--- config.mk ---
export PLATFORM = sky130hd
export DESIGN_NAME = user_led_driver_flat
export DESIGN_NICKNAME = d
export VERILOG_FILES = /design/src/rtl/led_drv_pkg.sv /design/src/rtl/user_led_driver_if.sv /design/src/rtl/led_pulse_stretch.sv /design/src/rtl/user_led_driver.sv /design/src/flat_wrapper.sv
export SDC_FILE = /design/constraint.sdc
export NUM_CORES = 1
export LEC_CHECK = 0
export CORE_MARGIN = 5
export CORE_UTILIZATION = 35
export CTS_CLUSTER_DIAMETER = 80
export DETAILED_ROUTE_END_ITERATION = 6
export PLACE_DENSITY = 0.49
export SLEW_MARGIN = 20
export SYNTH_ARGS = -nofsm -noshare
export SYNTH_HDL_FRONTEND = slang
export SYNTH_HIERARCHICAL = 1
export SYNTH_SLANG_ARGS = --single-unit
--- constraint.sdc ---
create_clock -name clk_in -period 8 [get_ports clk_in]
set_input_delay 0.8 -clock clk_in [delete_from_list [all_inputs] [get_ports clk_in]]
set_output_delay 0.8 -clock clk_in [all_outputs]
set_load 0.02 [all_outputs]
--- src/rtl/led_drv_pkg.sv ---
// rtl/led_drv_pkg.sv - shared types and width helpers for the user LED driver
package led_drv_pkg;

  // Per-LED mode, 2 bits per LED on led_mode
  typedef enum logic [1:0] {
    LED_OFF     = 2'b00,
    LED_LEVEL   = 2'b01,
    LED_BLINK   = 2'b10,
    LED_STRETCH = 2'b11
  } led_mode_e;

  // Clock cycles per time-base tick
  function automatic int tick_div(input int clk_hz, input int tick_hz);
    return clk_hz / tick_hz;
  endfunction

  // Bits needed to hold 0..max_val, never less than one
  function automatic int cnt_width(input int max_val);
    return (max_val < 2) ? 1 : $clog2(max_val + 1);
  endfunction

endpackage

--- src/rtl/user_led_driver_if.sv ---
// rtl/user_led_driver_if.sv - status-source and board-pin bundle for the LED driver
interface user_led_driver_if #(
  parameter int N_LED    = 4,
  parameter int PWM_BITS = 8
);
  logic [N_LED-1:0]    led_src;
  logic [2*N_LED-1:0]  led_mode;
  logic [PWM_BITS-1:0] brightness;
  logic [N_LED-1:0]    USER_LED;
  logic                tick_1ms;

  // Status side: drives sources, modes and brightness, watches the pins
  modport master (
    output led_src, led_mode, brightness,
    input  USER_LED, tick_1ms
  );

  // Driver side
  modport slave (
    input  led_src, led_mode, brightness,
    output USER_LED, tick_1ms
  );
endinterface

--- src/rtl/led_pulse_stretch.sv ---
// rtl/led_pulse_stretch.sv - rising-edge detect with reloadable tick down-counter
module led_pulse_stretch
  import led_drv_pkg::*;
#(
  parameter int STRETCH_MS = 50
) (
  input  logic clk_in,
  input  logic rst,
  input  logic src_sync,
  input  logic tick,
  output logic act
);

  localparam int CNT_W = cnt_width(STRETCH_MS);

  logic             src_d;
  logic [CNT_W-1:0] cnt;
  logic             edge_det;

  assign edge_det = src_sync & ~src_d;
  assign act      = (cnt != '0);

  // A fresh edge always reloads, even on a tick cycle or while already active
  always_ff @(posedge clk_in or posedge rst) begin
    if (rst) begin
      src_d <= 1'b0;
      cnt   <= '0;
    end else begin
      src_d <= src_sync;
      if (edge_det)
        cnt <= CNT_W'(STRETCH_MS);
      else if (tick && (cnt != '0))
        cnt <= cnt - 1'b1;
    end
  end

endmodule

--- src/rtl/user_led_driver.sv ---
// rtl/user_led_driver.sv - per-LED mode select, time base, PWM dimming and pin register
module user_led_driver
  import led_drv_pkg::*;
#(
  parameter int N_LED        = 4,
  parameter int CLK_HZ       = 250_000_000,
  parameter int TICK_HZ      = 1000,
  parameter int HEARTBEAT_MS = 500,
  parameter int STRETCH_MS   = 50,
  parameter int PWM_BITS     = 8
) (
  input  logic        clk_in,
  input  logic        rst,
  user_led_driver_if.slave bus
);

  localparam int TICK_DIV = tick_div(CLK_HZ, TICK_HZ);
  localparam int PRE_W    = cnt_width(TICK_DIV - 1);
  localparam int HB_W     = cnt_width(HEARTBEAT_MS - 1);

  if (CLK_HZ % TICK_HZ != 0) begin : g_bad_tick_div
    $error("CLK_HZ must be an exact multiple of TICK_HZ");
  end
  if (STRETCH_MS < 1) begin : g_bad_stretch
    $error("STRETCH_MS must be at least 1");
  end

  logic [PRE_W-1:0]    pre_cnt;
  logic                tick;
  logic [HB_W-1:0]     hb_cnt;
  logic                hb;
  logic [N_LED-1:0]    s1;
  logic [N_LED-1:0]    s2;
  logic [N_LED-1:0]    act;
  logic [N_LED-1:0]    sel;
  logic [PWM_BITS-1:0] pcnt;
  logic [PWM_BITS-1:0] bri_q;
  logic                pwm_on;

  assign tick         = (pre_cnt == PRE_W'(TICK_DIV - 1));
  assign bus.tick_1ms = tick;

  // Time-base prescaler: terminal count is the tick cycle
  always_ff @(posedge clk_in or posedge rst) begin
    if (rst)
      pre_cnt <= '0;
    else if (tick)
      pre_cnt <= '0;
    else
      pre_cnt <= pre_cnt + 1'b1;
  end

  // Heartbeat: toggle every HEARTBEAT_MS ticks
  always_ff @(posedge clk_in or posedge rst) begin
    if (rst) begin
      hb_cnt <= '0;
      hb     <= 1'b0;
    end else if (tick) begin
      if (hb_cnt == HB_W'(HEARTBEAT_MS - 1)) begin
        hb_cnt <= '0;
        hb     <= ~hb;
      end else begin
        hb_cnt <= hb_cnt + 1'b1;
      end
    end
  end

  // Two-flop synchronizer for the asynchronous status sources
  always_ff @(posedge clk_in or posedge rst) begin
    if (rst) begin
      s1 <= '0;
      s2 <= '0;
    end else begin
      s1 <= bus.led_src;
      s2 <= s1;
    end
  end

  for (genvar i = 0; i < N_LED; i++) begin : g_stretch
    led_pulse_stretch #(
      .STRETCH_MS(STRETCH_MS)
    ) u_stretch (
      .clk_in  (clk_in),
      .rst     (rst),
      .src_sync(s2[i]),
      .tick    (tick),
      .act     (act[i])
    );
  end

  // Per-LED source select; counters keep running regardless of mode
  always_comb begin
    sel = '0;
    for (int i = 0; i < N_LED; i++) begin
      case (led_mode_e'(bus.led_mode[2*i +: 2]))
        LED_OFF:     sel[i] = 1'b0;
        LED_LEVEL:   sel[i] = s2[i];
        LED_BLINK:   sel[i] = hb;
        LED_STRETCH: sel[i] = act[i];
        default:     sel[i] = 1'b0;
      endcase
    end
  end

  // Free-running PWM counter; brightness only sampled at period start to avoid glitchy duty
  always_ff @(posedge clk_in or posedge rst) begin
    if (rst) begin
      pcnt  <= '0;
      bri_q <= '0;
    end else begin
      pcnt <= pcnt + 1'b1;
      if (pcnt == '1)
        bri_q <= bus.brightness;
    end
  end

  assign pwm_on = (pcnt < bri_q);

  // Registered pin drive
  always_ff @(posedge clk_in or posedge rst) begin
    if (rst)
      bus.USER_LED <= '0;
    else
      bus.USER_LED <= sel & {N_LED{pwm_on}};
  end

endmodule
--- src/flat_wrapper.sv ---
// flat-port wrapper written by rule: the top's interface ports become plain ports
module user_led_driver_flat import led_drv_pkg::*;
#(
  parameter int N_LED        = 4,
  parameter int CLK_HZ       = 250_000_000,
  parameter int TICK_HZ      = 1000,
  parameter int HEARTBEAT_MS = 500,
  parameter int STRETCH_MS   = 50,
  parameter int PWM_BITS     = 8
)
  (clk_in, rst, bus_led_src, bus_led_mode, bus_brightness, bus_USER_LED, bus_tick_1ms);
  user_led_driver_if #(.N_LED(N_LED), .PWM_BITS(PWM_BITS)) bus_i ();
  input  logic clk_in;
  input  logic rst;
  input wire logic [$bits(bus_i.led_src)-1:0] bus_led_src;
  input wire logic [$bits(bus_i.led_mode)-1:0] bus_led_mode;
  input wire logic [$bits(bus_i.brightness)-1:0] bus_brightness;
  output wire logic [$bits(bus_i.USER_LED)-1:0] bus_USER_LED;
  output wire logic [$bits(bus_i.tick_1ms)-1:0] bus_tick_1ms;
  assign bus_i.led_src = bus_led_src;
  assign bus_i.led_mode = bus_led_mode;
  assign bus_i.brightness = bus_brightness;
  assign bus_USER_LED = bus_i.USER_LED;
  assign bus_tick_1ms = bus_i.tick_1ms;
  user_led_driver #(.N_LED(N_LED), .CLK_HZ(CLK_HZ), .TICK_HZ(TICK_HZ), .HEARTBEAT_MS(HEARTBEAT_MS), .STRETCH_MS(STRETCH_MS), .PWM_BITS(PWM_BITS)) u_core (.clk_in(clk_in), .rst(rst), .bus(bus_i));
endmodule
# Word-level counts from Yosys, hierarchy flattened
# Cells that the tools add are included.
# word_totals
reg_bits	84
input_bits	22
out_inout_bits	5
# op_classes
n_addsub	7
order_cmp	1
n_eq_ne	15
mux	14
bitwise_logic	10
n_reduce_logical	17
# ops
cell	count
$mux 6	8
$reduce_bool 6->1	4
$sub 6x1->6 const B	4
$add 18x1->18 const B	1
$eq 18x18->1 const B	1
$mux 18	1
$eq 2x2->1 const B	8
$pmux 1 s4	4
$add 9x1->9 const B	1
$eq 9x9->1 const B	1
$mux 9	1
$add 8x1->8 const B	1
$eq 2x1->1 const B	4
$eq 8x8->1 const B	1
$logic_not 2->1	4
$lt 8x8->1	1
$reduce_bool 2->1	4
$not 1->1	5
$and 1x1->1	4
$and 4x4->4	1
$logic_and 1x1->1	4
$reduce_and 2->1	1

# Longest topological paths before layout
# Gate-level depths: netlist (run 1).
# logic_depth
word_depth	4
mapped_depth	8
depth_no_buf	8

# By module
# The synthesis (run 1) kept the hierarchy.
# modules_own_cells
mod	instances	cells_each	area_each_um2	seq_area_each_um2
user_led_driver	1	241	2546.2	1401.3
led_pulse_stretch	4	41	395.4	175.2

# Worst setup path before layout (run 1)
# No wires, ideal clock.
# synth_path
path_type	reg2reg
start	register u_core.pre_cnt[8]
end	register u_core.g_stretch[0].u_stretch.cnt[5]
setup_time_ns	0.087
arrival_time_ns	3.890
required_time_ns	7.913
setup_slack_ns	4.023
stages_incl_launch_ff	6
cell_sequence	dfrtp_1 -> or4b_4 -> nor4_1 -> or3b_1 -> or4b_1 -> o211ai_1
# synth_via
elab_chain_len	3
# synth_rtl
item	line	rtl
from (decl)	user_led_driver.sv:28	logic [PRE_W-1:0] pre_cnt;
from (signal assigned)	user_led_driver.sv:50	pre_cnt <= pre_cnt + 1'b1;
$eq 18x18->1	user_led_driver.sv:40	assign tick = (pre_cnt == PRE_W'(TICK_DIV - 1));
via bus_tick_1ms	flat_wrapper.sv:19	output wire logic [$bits(bus_i.tick_1ms)-1:0] bus_tick_1ms;
$logic_and 1x1->1	led_pulse_stretch.sv:32	else if (tick && (cnt != '0))
$reduce_bool 2->1 (no source line)	-	
to (signal assigned)	led_pulse_stretch.sv:31	cnt <= CNT_W'(STRETCH_MS);
to (signal assigned)	led_pulse_stretch.sv:33	cnt <= cnt - 1'b1;
to (decl)	led_pulse_stretch.sv:17	logic [CNT_W-1:0] cnt;
# The timed path passes the listed nets, and every way through them passes these cells.
# A chain may end at the register's enable or synchronous reset.

# Worst setup path after layout (run 1)
# layout_path
start	register u_core.pre_cnt[4]
end	output port bus_tick_1ms
# layout_via
elab_chain_len	1
# layout_rtl
item	line
$eq 18x18->1	user_led_driver.sv:40
to (decl)	flat_wrapper.sv:19
# No other way between the ends.

==> results of run 1 <==
## cells in the final DEF (no fill, tap or decap), types with 13 or more instances in the layout
cell,count
and3_1,13
ha_1,18
nand2_1,57
xnor2_1,14
a21oi_1,17
dfrtp_1,84
nor2_1,25
inv_1,23
nand3_1,17
clkdlybuf4s50_1,26
o21ai_0,20
## per-stage QoR
step	hold WS, ns	instance area (sq um)	worst slack [ns]
floorplan	0.331	4130	4.02
global placement	0.334	4560	5.11
detailed placement	0.335	4560	5.08
CTS	0.350	4860	4.70
global route	0.352	4860	4.57
finish	0.347	4860	4.76
## critical path, delay by kind of cell (launching register included)
kind | cells | cell delay (ns)
flops | 1 | 0.43
buf+inv | 2 | 0.91
simple gates | 3 | 0.76
## registers in the layout, indices dropped and copies added (netlist names)
| register | count |
|---|---|
| u_core/g_stretch.u_stretch/cnt | 24 |
| u_core/bus.USER_LED | 4 |
| u_core/bri_q | 8 |
| u_core/hb_cnt | 9 |
| u_core/hb | 1 |
| u_core/s2 | 4 |
| u_core/pre_cnt | 18 |
| u_core/g_stretch.u_stretch/src_d | 4 |
| u_core/s1 | 4 |
| u_core/pcnt | 8 |
## power by group
group / leakage, uW / internal [uW] / switching [uW] / total (uW)
clock: 0.000149 / 266 / 159 / 425
combinational: 0.000908 / 15.2 / 16.5 / 31.7
sequential: 0.00101 / 429 / 2.13 / 431
total: 0.00207 / 711 / 178 / 888
## layer usage
layer	vias up	wire [um]	GRT usage, %
met5	-	0	0
met1	1407	3970	15.9
met3	4	225	3.96
li1	1494	-	-
met4	0	55	3.90
met2	33	3770	19.1
## area by class of cell
| class | count | area (sq um) | share of cell area, % |
|---|---|---|---|
| multi-input cells | 292 | 1910 | 39.4 |
| clock buffers | 14 | 274 | 5.63 |
| repair buffers | 28 | 275 | 5.66 |
| flip-flops and latches | 84 | 2100 | 43.2 |
| clock inverters | 1 | 30.0 | 0.617 |
| inverters | 24 | 90.1 | 1.85 |
| well taps | 143 | 179 | 3.68 |
## logic make-up (layout without fill, tap and decap cells)
kind of cell | after synthesis | in the layout | synth area share [%]
and+or+nand+nor | 167 | 167 | 22.3
DFF | 84 | 84 | 50.9
AOI/OAI and AO/OA | 76 | 76 | 11.5
buffers and inverters | 29 | 67 | 2.85
adders and majority gates | 18 | 18 | 5.46
muxes | 9 | 9 | 2.33
xor gates and xnor gates | 22 | 22 | 4.67
## path summary, 6_finish.rpt
check                                                        to  slack, ns
max                                                bus_tick_1ms       4.76
min                                                u_core/s2[1]       0.35
max reg2reg                u_core/g_stretch[1].u_stretch/cnt[5]       5.37
min reg2reg                                        u_core/s2[1]       0.35
max in group asynchronous                       u_core/bri_q[5]       6.38
min in group asynchronous  u_core/g_stretch[0].u_stretch/cnt[0]       0.89
## synthesized netlist by cell type (all sizes together) (5+ instances only)
master,instances,area [sq um]
nand2,57,214
and3,13,81.3
xnor2,14,123
nand2b,6,37.5
xor2,8,70.1
o21ai,28,144
or4b,9,93.8
nand3,18,95.1
nor2,25,93.8
or3b,8,70.1
o31ai,12,95.1
dfrtp,84,2100
a21oi,17,85.1
ha,18,225
mux2,5,56.3
inv,24,90.1
nor2b,5,31.3
nor4,5,52.6
==> impl_metrics.py, run 1 <==
metrics = {
    "outcome": {
        "status": "completed",
    },
    "logic_synthesis": {
        "ys_seq_area_share_pct": 50.9,
        "async_reset_ff_share_pct": 100,
        "ys.warnings.count": 6,
        "netlist_instances": 405,
        "syn_avg_cell_area_sq_um": 10.2,
        "synth_nets": 445,
        "syn-cell-area_sq_mm": 0.00413,
        "ys_seq_elements": 84,
        "synth_cell_types": 45,
        "synth_edf_count": 0,
        "synthFlopType": "dfrtp_1",
    },
    "placed_design": {
        "dp_hpwl_mm": 5.67,
        "port_buffers": 26,
        "gp_congestion": 0.811,
        "placed_cells": 571,
    },
    "cts": {
        "clk_latency_ns": 0.33,
        "hold_buffers": 0,
        "cts_resized": 0,
        "path_clk_slew_ns": 0.06,
        "cts_tree": "built",
        "post_cts_buffers": 0,
        "clock_sinks": 84,
        "clk_path_buf_depth": 2,
        "h-tree-depth": 3,
        "cts_buffers": 9,
        "ctsRootBufferMaster": "clkbuf_16",
    },
    "floorplan": {
        "initial_core_util_pct": 36.0,
        "die_h_um": 119,
        "dieArea_sq_mm": 0.0141,
        "placement_rows": 39,
        "die_w_um": 119,
        "core-area_sq_mm": 0.0115,
        "pin_count": 27,
    },
    "timing": {
        "period_needed_ns": 3.24,
        "finalSetupViolations": 0,
        "max_freq_ghz": 0.309,
        "rsz0062_at_grt": "no",
        "worst_pin_slew_ns": 0.884,
        "fin_tns_setup_ns": 0,
        "drv_slew": 0,
        "fin_crit_sh_pct": 40.5,
        "finalClockSkew_ns": 0.00599,
        "slew-limit-headroom_pct": 40.6,
        "hold_viol_final": 0,
    },
    "grt": {
        "first_global_vias": 2893,
        "grt_pass1_wl_mm": 13.9,
        "grt_start_max_net_pins": 57,
        "grt.total_usage_pct": 12.2,
        "antenna_found_initial": 0,
        "grt_remaining_overflow": 0,
    },
    "critical_path": {
        "crit_required_ns": 7.20,
        "path_cells": "nor4_2 -> nand3_2 -> nor4_2 -> buf_4 -> clkdlybuf4s50_1",
        "r2r_start": "u_core/pre_cnt[4]",
        "crit_path_start_kind": "flip-flop",
        "slowest_stage": "clkdlybuf4s50_1",
        "cp_data_arrival_time_ns": 2.44,
        "crit_start": "u_core/pre_cnt[4]",
        "critPathMaxStageDelay_ns": 0.64,
        "critPathKind": "flip-flop to primary output",
        "reg2reg_depth": 7,
        "critPathMaxFanout": 21,
        "endpoint_kind": "primary output",
        "cpMostUsedCell": "nor4_2",
    },
    "routing": {
        "routedWlPerCell_um": 13.7,
        "post-route-drc-count": 0,
        "routed_wirelength_mm": 8.02,
        "vias": 2938,
        "dr.pass1.iters": 5,
        "detail-route-antenna-nets": 0,
        "drt_iter0_drc": 197,
        "viasPerCell": 5.01,
    },
    "layout": {
        "n_antenna_cell": 0,
        "drive_gt1_share_pct": 8.35,
        "fillers": 1084,
        "area_growth_pct": 17.9,
        "final_util_pct": 42.4,
        "final_cells": 586,
        "nNetsFinal": 479,
    },
    "power": {
        "total_power_uw": 888,
        "vdd_drop_max_v": 0.000117,
        "power.leakage_uw": 0.00207,
        "power.density_mw_per_mm2": 183,
    },
    "min_path": {
        "hold_class": "flip-flop to flip-flop",
        "min-delay-start": "u_core/s1[1]",
        "hold_path_depth": 0,
    },
    "run": {
        "maxCapViolCount": 0,
    },
}
Note: power is estimated with default switching activity, not from simulation.
==> run 2, diff against run 1 <==
==> constraint.sdc (replaced) <==
create_clock -name clk_in -period 3.19 [get_ports clk_in]
set_input_delay 0.319 -clock clk_in [delete_from_list [all_inputs] [get_ports clk_in]]
set_output_delay 0.319 -clock clk_in [all_outputs]
set_load 0.02 [all_outputs]
==> impl_metrics.py, run 2 (synthesis gave the netlist of run 1 again) <==
metrics = {
    "outcome": {
        "status": "completed",
    },
    "placed_design": {
        "dp_hpwl_mm": 5.80,
        "port_buffers": 26,
        "placed_cell_area_sq_mm": 0.00459,
        "placed_cells": 572,
        "gp_congestion": 0.788,
    },
    "critical_path": {
        "cp_data_arrival_time_ns": 2.45,
        "crit_path_start_kind": "flip-flop",
        "critPathKind": "flip-flop to primary output",
        "endpoint_kind": "primary output",
        "critPathMaxFanout": 21,
        "crit_required_ns": 2.87,
    },
    "cts": {
        "h-tree-depth": 3,
        "ctsRootBufferMaster": "clkbuf_16",
        "clock_sinks": 84,
        "cts_tree": "built",
        "path_clk_slew_ns": 0.06,
        "cts_resized": 0,
        "clk_path_buf_depth": 2,
        "hold_buffers": 0,
        "post_cts_buffers": 0,
        "cts_buffers": 9,
        "clk_latency_ns": 0.34,
    },
    "layout": {
        "final_common_cell": "dfrtp_1",
        "n_antenna_cell": 0,
        "nNetsFinal": 480,
        "fillers": 1101,
        "reg.largest.list": "u_core/g_stretch.u_stretch/cnt (24), u_core/pre_cnt (18), u_core/hb_cnt (9)",
        "multiInputGateArea_sq_mm": 0.00192,
        "layout_common_cells": "dfrtp_1, nand2_1, clkdlybuf4s50_1",
        "largest_register": "u_core/g_stretch.u_stretch/cnt",
        "drive_gt1_share_pct": 8.99,
        "final_cells": 588,
        "design_area_sq_mm": 0.00494,
        "area_growth_pct": 19.7,
        "seqCellArea_sq_mm": 0.00210,
        "largest_reg_flops": 24,
        "final_util_pct": 43.1,
    },
    "grt": {
        "grt_start_max_net_pins": 31,
        "grt_pass1_wl_mm": 14.5,
        "grt.total_usage_pct": 12.6,
        "first_global_vias": 2928,
        "antenna_found_initial": 0,
        "grt_remaining_overflow": 0,
    },
    "floorplan": {
        "pin_count": 27,
        "core-area_sq_mm": 0.0115,
        "die_h_um": 119,
        "die_w_um": 119,
        "initial_core_util_pct": 36.0,
        "dieArea_sq_mm": 0.0141,
        "placement_rows": 39,
    },
    "routing": {
        "wl_met1_mm": 4.02,
        "routed_wirelength_mm": 8.30,
        "wl_met3_um": 230,
        "vias": 2970,
        "viasPerCell": 5.05,
        "routedWlPerCell_um": 14.1,
        "detail-route-antenna-nets": 0,
        "dr.pass1.iters": 4,
        "met2_wirelength_mm": 3.85,
        "highest_layer": "met4",
        "drt_iter0_drc": 224,
        "post-route-drc-count": 0,
    },
    "timing": {
        "worst_pin_slew_ns": 0.721,
        "max_freq_ghz": 0.361,
        "finalClockSkew_ns": 0.00830,
        "drv_slew": 0,
        "fin_crit_sh_pct": 86.9,
        "period_needed_ns": 2.77,
        "hold_viol_final": 0,
        "slew-limit-headroom_pct": 51.9,
        "fin_tns_setup_ns": 0,
        "finalSetupViolations": 0,
        "rsz0062_at_grt": "no",
    },
    "power": {
        "vdd_drop_max_v": 0.000483,
        "power.density_mw_per_mm2": 481,
        "power.leakage_uw": 0.00212,
    },
    "min_path": {
        "hold_class": "flip-flop to flip-flop",
    },
    "run": {
        "maxCapViolCount": 0,
    },
}
-- run 2: cell types whose count changed in the layout (fill, tap and decap cells not counted), sizes merged --
cell,change
bufinv,+2
clkinv,+1
buf,+1
clkbuf,-2
-- run 2: power by group --
part / total, uW / internal [uW] / switching (uW) / leakage, uW
Combinational: 82.2 / 39.9 / 42.4 / 0.000935
Sequential: 1080 / 1080 / 5.33 / 0.00101
Clock: 1220 / 807 / 408 / 0.000173
Total: 2380 / 1920 / 456 / 0.00212
-- run 2: critical path, stage by stage, from the launching register on --
cell,delay [ns]
dfrtp_1,0.42
nor4_2,0.31
nand3_2,0.18
nor4_4,0.29
buf_4,0.26
clkdlybuf4s50_1,0.66
-- run 2: stage by stage --
stage	total power, uW	hold WS, ns	setup WS, ns
after global routing	2480	0.355	0.253
after CTS	2420	0.349	0.362
final	2380	0.345	0.416
after floorplan	1140	0.122	0.349
after detailed placement	1190	0.335	0.514
after global placement	1190	0.334	0.594
-- run 2: final cells by class --
cell class / instances / area share [%]
clock buffer: 12 / 5.19
tap: 143 / 3.62
sequential: 84 / 42.5
inverter: 24 / 1.82
clock inverter: 4 / 1.92
timing repair buffer: 29 / 5.98
multi-input combinational: 292 / 38.9
-- run 2: path summary, 6_finish.rpt --
check | start | endpoint | slack (ns) | cells past startpoint
min in group asynchronous | rst | u_core/g_stretch[2].u_stretch/cnt[0] | 0.37 | 2
worst max register to register | u_core/pre_cnt[4] | u_core/g_stretch[0].u_stretch/cnt[5] | 0.53 | 7
worst max-delay path | u_core/pre_cnt[4] | bus_tick_1ms | 0.42 | 5
worst min register to register | u_core/s1[3] | u_core/s2[3] | 0.35 | 0
max in group asynchronous | rst | u_core/hb_cnt[8] | 2.02 | 3
worst min-delay path | u_core/s1[3] | u_core/s2[3] | 0.35 | 0
-- run 2: routing by layer --
layer	vias to the layer above	global-route usage, %
met4	0	4.96
met5	-	0
met3	17	3.15
li1	1495	-
met2	34	19.6
met1	1424	16.8
==> run 3, diff against run 2 <==
--- a/config.mk
+++ b/config.mk
@@ -7,7 +7,6 @@
 export LEC_CHECK = 0
 export CORE_MARGIN = 5
 export CORE_UTILIZATION = 35
-export CTS_CLUSTER_DIAMETER = 80
 export DETAILED_ROUTE_END_ITERATION = 6
 export PLACE_DENSITY = 0.49
 export SLEW_MARGIN = 20
==> results of run 3 <==
Final layout, timing and power as in run 2 (identical DEF).
